--- config.mk ---
export PLATFORM = sky130hd
export DESIGN_NAME = snake_turn_queue
export DESIGN_NICKNAME = d
export VERILOG_FILES = /design/src/rtl/snake_turn_queue.sv
export SDC_FILE = /design/constraint.sdc
export NUM_CORES = 1
export LEC_CHECK = 0
export ABC_AREA = 1
export CORE_ASPECT_RATIO = 0.75
export CORE_UTILIZATION = 40
export CTS_BUF_LIST = sky130_fd_sc_hd__clkbuf_4 sky130_fd_sc_hd__clkbuf_8 sky130_fd_sc_hd__clkbuf_16
export CTS_CLUSTER_DIAMETER = 150
export DETAILED_ROUTE_END_ITERATION = 8
export SLEW_MARGIN = 20
export SYNTH_ARGS = -nofsm -noshare
export SYNTH_HDL_FRONTEND = slang
export SYNTH_SLANG_ARGS = --single-unit
export TNS_END_PERCENT = 50
--- constraint.sdc ---
create_clock -name clock_25 -period 5.9 [get_ports clock_25]
set_input_delay 1.475 -clock clock_25 [delete_from_list [all_inputs] [get_ports clock_25]]
set_output_delay 1.475 -clock clock_25 [all_outputs]
set_load 0.005 [all_outputs]
--- src/rtl/snake_turn_queue.sv ---
// Snake player-input front end: four debounced buttons become turn requests,
// filtered by a relative or absolute turn rule and buffered for one-per-tick apply.

module snake_turn_debounce #(
  parameter int CYCLES = 250000,
  parameter int BITS   = 18
) (
  input  logic clk,
  input  logic reset,
  input  logic raw,
  output logic press
);
  logic            s1, s2, level;
  logic [BITS-1:0] cnt;

  // press is raised at the same edge the debounced level rises
  always_ff @(posedge clk) begin
    if (reset) begin
      s1    <= 1'b0;
      s2    <= 1'b0;
      level <= 1'b0;
      cnt   <= '0;
      press <= 1'b0;
    end else begin
      s1    <= raw;
      s2    <= s1;
      press <= 1'b0;
      if (s2 == level) begin
        cnt <= '0;
      end else if (cnt == BITS'(CYCLES - 1)) begin
        level <= s2;
        cnt   <= '0;
        press <= s2;
      end else begin
        cnt <= cnt + BITS'(1);
      end
    end
  end
endmodule

module snake_turn_queue #(
  parameter int         DEBOUNCE_CYCLES = 250000,
  parameter int         DB_BITS         = 18,
  parameter int         QUEUE_DEPTH     = 4,
  parameter int         PTR_BITS        = 2,
  parameter int         MODE            = 0,
  parameter logic [1:0] INIT_DIR        = 2'b00
) (
  input  logic              clock_25,
  input  logic              reset,
  input  logic              game_enable,
  input  logic              game_tik,
  input  logic              btn_right,
  input  logic              btn_left,
  input  logic              btn_up,
  input  logic              btn_down,
  output logic [1:0]        direction,
  output logic              right,
  output logic              left,
  output logic              up,
  output logic              down,
  output logic [PTR_BITS:0] queue_count,
  output logic              queue_full,
  output logic              turn_dropped
);
  localparam logic [PTR_BITS:0] DEPTH = (PTR_BITS + 1)'(QUEUE_DEPTH);

  typedef struct packed {
    logic       vld;
    logic [1:0] dir;
  } turn_t;

  // bit index equals the direction code: 0 right, 1 up, 2 left, 3 down
  logic [3:0] raw, press;
  assign raw = {btn_down, btn_left, btn_up, btn_right};

  snake_turn_debounce #(.CYCLES(DEBOUNCE_CYCLES), .BITS(DB_BITS)) u_db [3:0] (
    .clk   (clock_25),
    .reset (reset),
    .raw   (raw),
    .press (press)
  );

  logic [QUEUE_DEPTH-1:0][1:0] mem;
  logic [PTR_BITS-1:0]         wptr, rptr;
  logic [PTR_BITS:0]           count;
  logic [1:0]                  ref_dir;
  turn_t                       cand;
  logic                        full, enq_try, enq, pop;

  // new turns are judged against the last queued turn, not the live heading
  assign ref_dir = (count != '0) ? mem[wptr - PTR_BITS'(1)] : direction;

  always_comb begin
    cand = '0;
    if (MODE == 0) begin
      if (press[0] && !press[2])      cand = '{vld: 1'b1, dir: ref_dir - 2'd1};
      else if (press[2] && !press[0]) cand = '{vld: 1'b1, dir: ref_dir + 2'd1};
    end else begin
      cand.vld = |press;
      if (press[0])      cand.dir = 2'd0;
      else if (press[1]) cand.dir = 2'd1;
      else if (press[2]) cand.dir = 2'd2;
      else               cand.dir = 2'd3;
      if (cand.dir == ref_dir || cand.dir == (ref_dir ^ 2'b10)) cand.vld = 1'b0;
    end
  end

  // a pop in the same cycle does not free a slot for the incoming turn
  assign full    = (count == DEPTH);
  assign enq_try = cand.vld & game_enable;
  assign enq     = enq_try & ~full;
  assign pop     = game_tik & game_enable & (count != '0);

  always_ff @(posedge clock_25) begin
    if (reset) begin
      direction    <= INIT_DIR;
      wptr         <= '0;
      rptr         <= '0;
      count        <= '0;
      turn_dropped <= 1'b0;
    end else begin
      turn_dropped <= enq_try & full;
      if (!game_enable) begin
        wptr  <= '0;
        rptr  <= '0;
        count <= '0;
      end else begin
        if (enq) wptr <= wptr + PTR_BITS'(1);
        if (pop) begin
          rptr      <= rptr + PTR_BITS'(1);
          direction <= mem[rptr];
        end
        count <= count + (PTR_BITS + 1)'(enq) - (PTR_BITS + 1)'(pop);
      end
    end
  end

  always_ff @(posedge clock_25) begin
    if (enq) mem[wptr] <= cand.dir;
  end

  assign queue_count = count;
  assign queue_full  = full;
  assign right       = (direction == 2'b00);
  assign up          = (direction == 2'b01);
  assign left        = (direction == 2'b10);
  assign down        = (direction == 2'b11);
endmodule

# Word level (Yosys, flattened, before mapping)
# Cells that the tools add are included.
# W data, S select, Z words.
totals:
  latch_bits: 0
  rom_bits: 0
  register_bits: 62
  wordCells: 76
  out_inout_bits: 11
  ramBits: 0
  memories: 0
classes:
  order_cmp: 4
  div_mod_pow: 0
  n_addsub: 9
  bitwise: 11
  eq_ne: 8
  reduce_logical: 15
  mux: 10
  shifts: 0
  n_mul: 0
op_table:
  columns: ["cell", "n"]
  rows:
  - ["$add A18 B1 Y18 const B", 2]
  - ["$eq A18 B18 Y1 const B", 2]
  - ["$reduce_or A3 Y1", 4]
  - ["$lt A2 B3 Y1 const B", 3]
  - ["$bmux W2 S2", 2]
  - ["$bwmux W8", 1]
  - ["$mux W2", 4]
  - ["$add A2 B1 Y2 const B", 3]
  - ["$mux W3", 2]
  - ["$not A1 Y1", 6]
  - ["$reduce_and A2 Y1", 3]
  - ["$and A1 B1 Y1", 5]
  - ["$demux W2 S2", 1]
  - ["$eq A2 B2 Y1 const B", 2]
  - ["$sub A2 B1 Y2 const B", 2]
  - ["$add A3 B1 Y3", 1]
  - ["$eq A3 B3 Y1 const B", 1]
  - ["$logic_and A1 B1 Y1", 3]
  - ["$reduce_bool A3 Y1", 1]
  - ["$sub A3 B1 Y3", 1]
  - ["$eq A1 B1 Y1", 2]
  - ["$eq A2 B1 Y1 const B", 1]
  - ["$ge A2 B1 Y1 const B", 1]
  - ["$logic_not A1 Y1", 2]
  - ["2 further kinds", 2]

# Depth between registers and ports, before layout
# Gate-level depths: netlist of run 1.
logic_depth:
  depth_word: 11
  mapped_depth: 13
  depth_no_buf: 12

# Hierarchy
# From an unflattened synthesis of run 1, not the netlist that was laid out.
unflattened:
  cells_unflattened: 490
  hier_area_um2: 3512.1
by_module_without_submodules:
  columns: ["module", "n_inst", "cells_per_inst", "area_per_inst_um2", "seq_area_each_um2"]
  rows:
  - ["snake_turn_debounce", 2, 172, 1208.7, 440.4]
  - ["snake_turn_queue", 1, 146, 1094.8, 440.4]

# Least setup slack after synthesis of run 1
# OpenSTA, ideal clock, no wires.
synth_path:
  path_type: "input-to-reg"
  from: "in game_enable"
  to: "reg count[2] (netlist: queue_count[2])"
  t_arrival_ns: 3.108
  cell_stages: 10
  setup_slack_ns: 2.672
  setup_time_ns: 0.120
  cell_sequence: "inv_1 nor3_1 inv_1 nand2_1 nand2_1 ha_1 fa_1 xor2_1 o21ai_0 a21oi_1"
synth_between:
  elab_chain_cells: 4
  elab_cells_between_ends: 8
  classes_between: "add/sub (2); bitwise (5); reduce/logical (1)"
synth_lines:
  columns: ["element", "line_no", "text"]
  rows:
  - ["from (decl)", "51", "input logic game_enable,"]
  - ["$and A1 B1 Y1", "111", "assign enq_try = cand.vld & game_enable;"]
  - ["$and A1 B1 Y1", "112", "assign enq = enq_try & ~full;"]
  - ["$add A3 B1 Y3", "134", "count <= count + (PTR_BITS + 1)'(enq) - (PTR_BITS + 1)'(pop);"]
  - ["$sub A3 B1 Y3", "134", null]
  - ["to (signal assigned)", "134", null]
  - ["to (decl)", "86", "logic [PTR_BITS:0] count;"]
# Parallel ways exist; a longest one is shown, timed or not.
# A chain may end at the register's enable or synchronous reset.

# Worst setup path after layout of run 1
# Same ends and word-level chain as after synthesis.

==> results.yml, run 1 <==
clock_tree:
  cts_resized: 0
  insertion_delay_ns: 0.33
  cts.path.max_buffers: 2
  clockRootBuffer: "clkbuf_8"
  cts_hold_buf: 0
  cts_max_level: 3
  cts_buffers: 9
  cts.clk_slew.worst_paths_ns: 0.07
  post_cts_buffers: 0
  cts_tree: "yes"
  clkSinkCount: 62
route:
  drt_iter0_markers: 159
  drt-pass1-iter-count: 4
  routed_wl_um: 6170
  ant_nets: 0
  avgViaCountPerCell: 4.72
  wire_per_inst_um: 11.1
  vias: 2618
  drc: 0
setup_path:
  critPathMaxFanout: 6
  slowest_stage: "clkdlybuf4s50_1"
  startpoint_type: "primary input"
  end_kind: "flip-flop"
  r2r.worst_path.cells: 11
  cp-startpoint: "game_enable"
  crit_arrival_ns: 3.88
  crit_required_ns: 6.13
  crit-reg2reg-launch: "u_db[0].press"
  crit_chain: "clkdlybuf4s50_1, inv_1, nor3_1, inv_1, nand2_1, nand2_1, ha_1, fa_1, xor2_1, o21ai_0, a21oi_1"
  slowest_delay_ns: 0.48
  critPathKind: "primary input to flip-flop"
yosys:
  netlist_area_um2: 3170
  synth-main-ff-cell: "dfxtp_1"
  ys_async_sr_fraction: 0
  ys_seq_area_frac: 0.417
  synthCells: 425
  synth_cell_types: 34
  synth_edf_count: 8
  ys_ff_latch: 62
  yosys_warnings: 0
  syn_avg_cell_area_um2: 7.46
  syn-num-nets: 443
final_layout:
  num-nets-final: 467
  largest_reg_flops: 36
  multi_input_area_um2: 1560
  synthToLayoutAreaGrowth_pct: 14.6
  fin_cells: 555
  register_area_um2: 1320
  num_antenna_cells: 0
  num-fill-cells: 779
  drive_gt1_frac: 0.0947
  largest-register: "u_db.cnt"
floorplanning:
  die_w_um: 105
  die_area_um2: 8290
  rows: 27
  pin_count: 19
  core_area_um2: 7500
  fp.dieH_um: 79.1
  start_util: 0.423
timing:
  fmax_mhz: 274
  hold_viol_final: 0
  clock_skew_ns: 0.00863
  setup_viol: 0
  period_share: 0.619
  slew-limit-headroom: 0.642
  finalMaxSlewViolations: 0
  grt_setup_unrepaired: "no"
  tightest_slew_ns: 0.532
  timing.hold.ws_ns: 0.407
  fin_setup_tns_ns: 0
  fin_crit_ns: 3.65
  fin_ws_ns: 2.25
global_routing:
  grt_pass1_wl_um: 10800
  grt_pass1_vias: 2406
  grt_max_degree: 19
  grt-ovfl-total: 0
  antenna_found_initial: 0
  grt_usage: 0.165
pwr:
  p_per_area_nw_per_um2: 224
  p_leak_nw: 1.33
  p_total_uw: 812
  peakVddDrop_mv: 0.119
min_path:
  hp-start: "u_db[2].s1"
  hold_path_depth: 2
  hp-class: "flip-flop to flip-flop"
place:
  portBuffers: 16
  place.gp.congestion: 0.846
  place_hpwl_um: 4650
  dp_slack_ns: 1.87
  dp_cells: 539
run_status:
  status: "completed"
flow_run:
  drv_cap: 0
-- kinds of logic after synthesis --
kind of cell / Yosys count / share of synthesized area
buf+inv: 75 / 0.0927
compound gates: 32 / 0.0525
flops: 62 / 0.417
fa+ha+maj: 10 / 0.0418
xor+xnor: 23 / 0.0635
simple gates: 223 / 0.333
-- cell usage in the layout, fill, tap and decap left out, drive strengths merged, types with 3 or more instances in the layout --
master	instances
nand2	85
nor2	74
inv	72
dfxtp	54
nand3	29
xor2	21
nor3	17
a21oi	16
clkdlybuf4s50	16
o21ai	14
nand4	13
clkbuf	12
ha	9
edfxtp	8
clkinv	3
-- layer usage --
layer	vias up	wire (µm)	global-route usage
met5	-	0	0
met4	0	70	0.0648
met3	9	331	0.0484
met2	63	2390	0.238
met1	1156	3370	0.230
li1	1390	-	-
-- worst paths after layout --
kind,to,slack [ns]
worst min register to register,u_db[2].s2,0.41
worst max register to register,queue_count[2],3.23
worst max-delay path,queue_count[2],2.25
worst min-delay path,u_db[2].s2,0.41
-- synthesized netlist by cell type, types with 2 or more instances --
| cell type | count | area [µm²] |
|---|---|---|
| nand2_2 | 6 | 37.5 |
| ha_1 | 9 | 113 |
| nor4_1 | 2 | 12.5 |
| inv_1 | 70 | 263 |
| nand2_1 | 79 | 297 |
| nor3_1 | 15 | 75.1 |
| nor2_2 | 7 | 43.8 |
| nand3_1 | 22 | 110 |
| a31oi_1 | 2 | 12.5 |
| nand3_2 | 6 | 60.1 |
| dfxtp_1 | 54 | 1080 |
| nor2_1 | 65 | 244 |
| edfxtp_1 | 8 | 240 |
| nand4_1 | 12 | 75.1 |
| o21ai_0 | 12 | 60.1 |
| a21oi_1 | 16 | 80.1 |
| xor2_1 | 21 | 184 |
| xnor2_1 | 2 | 17.5 |
| nor2_4 | 2 | 22.5 |
-- final cells by class --
type / instances / area share
inverter: 72 / 0.0744
timing repair buffer: 16 / 0.0441
tap: 101 / 0.0348
sequential: 62 / 0.364
multi-input combinational: 288 / 0.428
clock inverter: 4 / 0.0127
clock buffer: 12 / 0.0420
-- per-stage QoR --
step | cell area [µm²] | util
2_1_floorplan | 3170 | -
3_3_place_gp | 3430 | 0.458
6_report | 3630 | 0.484
5_1_grt | 3630 | 0.484
3_5_place_dp | 3430 | 0.458
4_1_cts | 3630 | 0.484
-- where the power goes --
group | switching [mW] | leakage, nW | internal, mW | total, mW
Clock | 0.157 | 0.108 | 0.215 | 0.372
Sequential | 0.00112 | 0.510 | 0.428 | 0.429
Combinational | 0.00666 | 0.710 | 0.00476 | 0.0114
-- critical path, delay by kind of cell --
family | cells | cell delay [ns]
AO/OA/AOI/OAI | 2 | 0.22
XOR/XNOR | 1 | 0.16
adder cells (fa/ha/maj) | 2 | 0.56
buffers and inverters | 3 | 0.75
AND/OR/NAND/NOR | 3 | 0.71
No activity file was read; power rests on OpenSTA's default activity.
==> run 2: changes to the inputs <==
==> constraint.sdc (replaced) <==
create_clock -name clock_25 -period 3.54 [get_ports clock_25]
set_input_delay 0.885 -clock clock_25 [delete_from_list [all_inputs] [get_ports clock_25]]
set_output_delay 0.885 -clock clock_25 [all_outputs]
set_load 0.005 [all_outputs]
==> run 2 against run 1 <==
Compared with the run above: utilization rose by 0.35 points; combinational power increased by 68%; count of clock-buffer cells in the layout down 1; highest routed layer unchanged; setup slack worse by 1.5 ns; clock skew barely moved; sequential share of layout area is 0.26 points lower; non-clock buffer count is 1 higher; design area is 0.72% higher; first-iteration DRC count fell by 36%; flip-flop and latch count did not move; via count is 0.23% lower.
==> results.yml, run 2 (synthesis results as in run 1) <==
route:
  routed_wl_um: 6150
  drc: 0
  drt_iter0_markers: 102
  ant_nets: 0
  vias: 2612
  wire_per_inst_um: 11.1
  drt-pass1-iter-count: 4
  avgViaCountPerCell: 4.70
setup_path:
  critPathMaxFanout: 5
  r2r.worst_path.cells: 12
  crit_required_ns: 3.77
  end_kind: "flip-flop"
  reg2reg_to: "queue_count[2]"
  reg2reg_slack_ns: 1.18
  path_buf_inv: 3
  cp_top_family: "buffers and inverters"
  critPathKind: "primary input to flip-flop"
  crit_chain: "clkdlybuf4s50_1, inv_1, nor3_1, inv_1, nand2_1, nand2_1, ha_1, fa_1, xor2_1, o21ai_0, a21oi_1"
  slowest_delay_ns: 0.48
  crit-reg2reg-launch: "queue_count[0]"
  startpoint_type: "primary input"
  crit_arrival_ns: 2.98
  slowest_stage: "clkdlybuf4s50_1"
floorplanning:
  die_w_um: 105
  pin_count: 19
  die_area_um2: 8290
  rows: 27
  fp.dieH_um: 79.1
  start_util: 0.423
  core_area_um2: 7500
flow_run:
  drv_cap: 0
min_path:
  hp-class: "flip-flop to flip-flop"
  holdPathEnd: "u_db[2].s2"
  hp-start: "u_db[2].s1"
  hold_path_depth: 2
global_routing:
  grt_usage: 0.168
  grt_pass1_wl_um: 11100
  grt_pass1_vias: 2481
  grt-ovfl-total: 0
  antenna_found_initial: 0
  grt_max_degree: 19
pwr:
  p_per_area_nw_per_um2: 380
  peakVddDrop_mv: 0.234
  p_leak_nw: 1.33
  p_total_mw: 1.39
timing:
  hold_viol_final: 0
  fin_ws_ns: 0.793
  tightest_slew_ns: 0.372
  fin_crit_ns: 2.75
  fin_setup_tns_ns: 0
  period_share: 0.776
  setup_viol: 0
  grt_setup_unrepaired: "no"
  finalMaxSlewViolations: 0
  clock_skew_ns: 0.00837
  fmax_mhz: 364
  slew-limit-headroom: 0.752
clock_tree:
  cts_max_level: 3
  post_cts_buffers: 0
  cts.clk_slew.worst_paths_ns: 0.07
  cts_buffers: 9
  cts_hold_buf: 0
  insertion_delay_ns: 0.34
  clkSinkCount: 62
  cts_resized: 0
  cts.path.max_buffers: 2
  cts_tree: "yes"
  clockRootBuffer: "clkbuf_8"
place:
  place_hpwl_um: 4720
  place.gp.congestion: 0.847
  dp_cells: 540
  dp_slack_ns: 0.442
  portBuffers: 16
  place_area_um2: 3440
final_layout:
  largest_reg_flops: 36
  final_common_cell: "nand2_1"
  synthToLayoutAreaGrowth_pct: 15.4
  final_area_um2: 3660
  largest-register: "u_db.cnt"
  num-nets-final: 468
  layout_common_cells: "79 x nand2_1, 70 x inv_1, 65 x nor2_1, 54 x dfxtp_1, 22 x nand3_1"
  drive_gt1_frac: 0.0967
  fin_cells: 556
  num_antenna_cells: 0
run_status:
  status: "completed"
run 2: changes by cell type in the layout (fill, tap and decap cells not counted), sizes merged:
cell      delta
clkinvlp     +2
buf          +1
clkbuf       -1
inv          -1
run 2: cell type report:
| type | instances | area (µm²) |
|---|---|---|
| Fill cell | 786 | 3840 |
| Multi-Input combinational cell | 288 | 1560 |
| Sequential cell | 62 | 1320 |
| Inverter | 72 | 270 |
| Timing Repair Buffer | 17 | 168 |
| Clock buffer | 11 | 163 |
| Tap cell | 101 | 126 |
| Clock inverter | 5 | 55.1 |
run 2: metal layers:
layer | wire, µm | GRT usage | share of wire
met5 | 0 | 0 | 0
met4 | 25 | 0.0507 | 0.0041
met3 | 291 | 0.0567 | 0.047
met2 | 2540 | 0.244 | 0.41
met1 | 3290 | 0.234 | 0.53
run 2: how the worst max path moves through the flow:
stage	startpoint	end	slack, ns	depth (start not counted)
CTS	game_enable	queue_count[2]	0.82	11
global route	game_enable	queue_count[2]	0.53	11
finish	game_enable	queue_count[2]	0.79	11
global placement	game_enable	queue_count[2]	0.50	11
floorplan	game_enable	queue_count[2]	0.90	10
detailed placement	game_enable	queue_count[2]	0.44	11
run 2: worst reg2reg max path, stage by stage, from the launching register on:
cell	delay, ns
dfxtp_1	0.38
nor2_1	0.06
nand2_1	0.18
inv_1	0.16
nor2_2	0.27
inv_1	0.11
nand2_1	0.08
nand2_1	0.06
ha_1	0.19
fa_1	0.37
xor2_1	0.16
o21ai_0	0.17
a21oi_1	0.05
run 2: metrics by stage:
step	hold slack, ns	util
final	0.407	0.488
after global routing	0.431	0.488
after CTS	0.407	0.488
after detailed placement	0.396	0.459
after global placement	0.396	0.459
after floorplan	0.388	-
run 2: report_power, final:
part	switching, mW	internal (mW)
registers	0.00192	0.713
logic	0.0111	0.00794
clock network	0.272	0.384
==> run 3: changes to the inputs <==
==> constraint.sdc (replaced) <==
create_clock -name clock_25 -period 2.69 [get_ports clock_25]
set_input_delay 0.6725 -clock clock_25 [delete_from_list [all_inputs] [get_ports clock_25]]
set_output_delay 0.6725 -clock clock_25 [all_outputs]
set_load 0.005 [all_outputs]
==> run 3 against run 2 <==
Compared with the run above: wire length up 1.9%; setup slack got worse by 0.47 ns; global-route usage barely moved; largest cell class unchanged; critical path type unchanged; hold slack got worse by 0.0044 ns; sequential power grew 31%; design area grew 1.3%.
==> results.yml, run 3 (synthesis results as in run 1) <==
run_status:
  status: "completed"
route:
  drc: 0
  wire_per_inst_um: 11.1
  avgViaCountPerCell: 4.61
  vias: 2590
  routed_wl_um: 6260
  drt-pass1-iter-count: 4
  ant_nets: 0
  drt_iter0_markers: 123
final_layout:
  utilization: 0.494
  final_common_cell: "nand2_1"
  layout_common_cells: "79 x nand2_1, 70 x inv_1, 65 x nor2_1, 54 x dfxtp_1, 22 x nand3_1"
  final_area_um2: 3710
  num-nets-final: 474
  fin_cells: 562
  num_antenna_cells: 0
  drive_gt1_frac: 0.108
  largest-register: "u_db.cnt"
  synthToLayoutAreaGrowth_pct: 16.9
  largest_reg_flops: 36
  num-fill-cells: 782
clock_tree:
  insertion_delay_ns: 0.34
  cts_tree: "yes"
  cts_buffers: 9
  cts_resized: 0
  clkSinkCount: 62
  post_cts_buffers: 0
  cts_hold_buf: 0
  cts.path.max_buffers: 2
  clockRootBuffer: "clkbuf_8"
  cts_max_level: 3
  cts.clk_slew.worst_paths_ns: 0.07
setup_path:
  critPathKind: "primary input to flip-flop"
  startpoint_type: "primary input"
  end_kind: "flip-flop"
  crit_chain: "clkdlybuf4s50_1, inv_1, nor3_1, inv_1, nand2_1, nand2_1, ha_1, fa_1, xor2_1, o21ai_0, a21oi_1"
  crit_arrival_ns: 2.59
  path_buf_inv: 3
  crit_required_ns: 2.92
  cp_top_family: "buffers and inverters"
  slowest_stage: "clkdlybuf4s50_1"
  critPathMaxFanout: 2
  slowest_delay_ns: 0.48
place:
  place_hpwl_um: 4700
  dp_slack_ns: -0.0258
  place_area_um2: 3490
  portBuffers: 16
  dp_cells: 546
  place.gp.congestion: 0.795
global_routing:
  grt-ovfl-total: 0
  grt_usage: 0.168
  grt_pass1_vias: 2367
  grt_pass1_wl_um: 10900
  antenna_found_initial: 0
  grt_max_degree: 19
min_path:
  hp-class: "flip-flop to flip-flop"
timing:
  timing.hold.ws_ns: 0.403
  clock_skew_ns: 0.00865
  grt_setup_unrepaired: "no"
  fin_ws_ns: 0.327
  fmax_mhz: 423
  fin_crit_ns: 2.36
  period_share: 0.878
  tightest_slew_ns: 0.386
  finalMaxSlewViolations: 0
  fin_setup_tns_ns: 0
  setup_viol: 0
  hold_viol_final: 0
  slew-limit-headroom: 0.743
floorplanning:
  die_area_um2: 8290
  rows: 27
  pin_count: 19
  core_area_um2: 7500
  fp.dieH_um: 79.1
  die_w_um: 105
  start_util: 0.423
pwr:
  p_per_area_nw_per_um2: 505
  p_leak_nw: 1.37
  p_total_mw: 1.87
  peakVddDrop_mv: 0.295
flow_run:
  drv_cap: 0
run 3: cell types whose count changed in the layout (fill, tap and decap cells not counted):
| cell | before | now |
|---|---|---|
| inv_4 | 0 | 1 |
| buf_4 | 1 | 7 |
| clkinvlp_4 | 2 | 1 |
| bufinv_16 | 1 | 2 |
| clkbuf_16 | 1 | 0 |
run 3: worst paths after layout:
kind | start | end | slack, ns | depth (start not counted)
max | game_enable | queue_count[2] | 0.33 | 11
max reg2reg | u_db[0].press | queue_count[2] | 0.49 | 11
min | u_db[2].s1 | u_db[2].s2 | 0.40 | 2
min reg2reg | u_db[2].s1 | u_db[2].s2 | 0.40 | 2
run 3: where the power goes:
part / total [mW] / switching, mW / internal (mW)
combinational: 0.0273 / 0.0150 / 0.0123
clock: 0.904 / 0.361 / 0.544
sequential: 0.940 / 0.00247 / 0.938
total: 1.87 / 0.378 / 1.49
run 3: layout make-up:
type                    count  area [µm²]  area share
multi-input cells         288        1560       0.420
flip-flops and latches     62        1320       0.356
inverters                  72         270      0.0729
repair buffers             23         213      0.0574
clock buffers              10         138      0.0371
well taps                 101         126      0.0341
clock inverters             6        83.8      0.0226
run 3: worst min-delay path, stage by stage (launching register included):
cell and delay, ns:
dfxtp_1 0.30, inv_1 0.04, nor2_1 0.03
run 3: routing by layer:
| metal | global-route usage | vias up | share of wire |
|---|---|---|---|
| met5 | 0 | - | 0 |
| met4 | 0.0662 | 0 | 0.012 |
| met3 | 0.0542 | 8 | 0.058 |
| met2 | 0.238 | 54 | 0.40 |
| met1 | 0.236 | 1125 | 0.53 |
| li1 | - | 1403 | - |
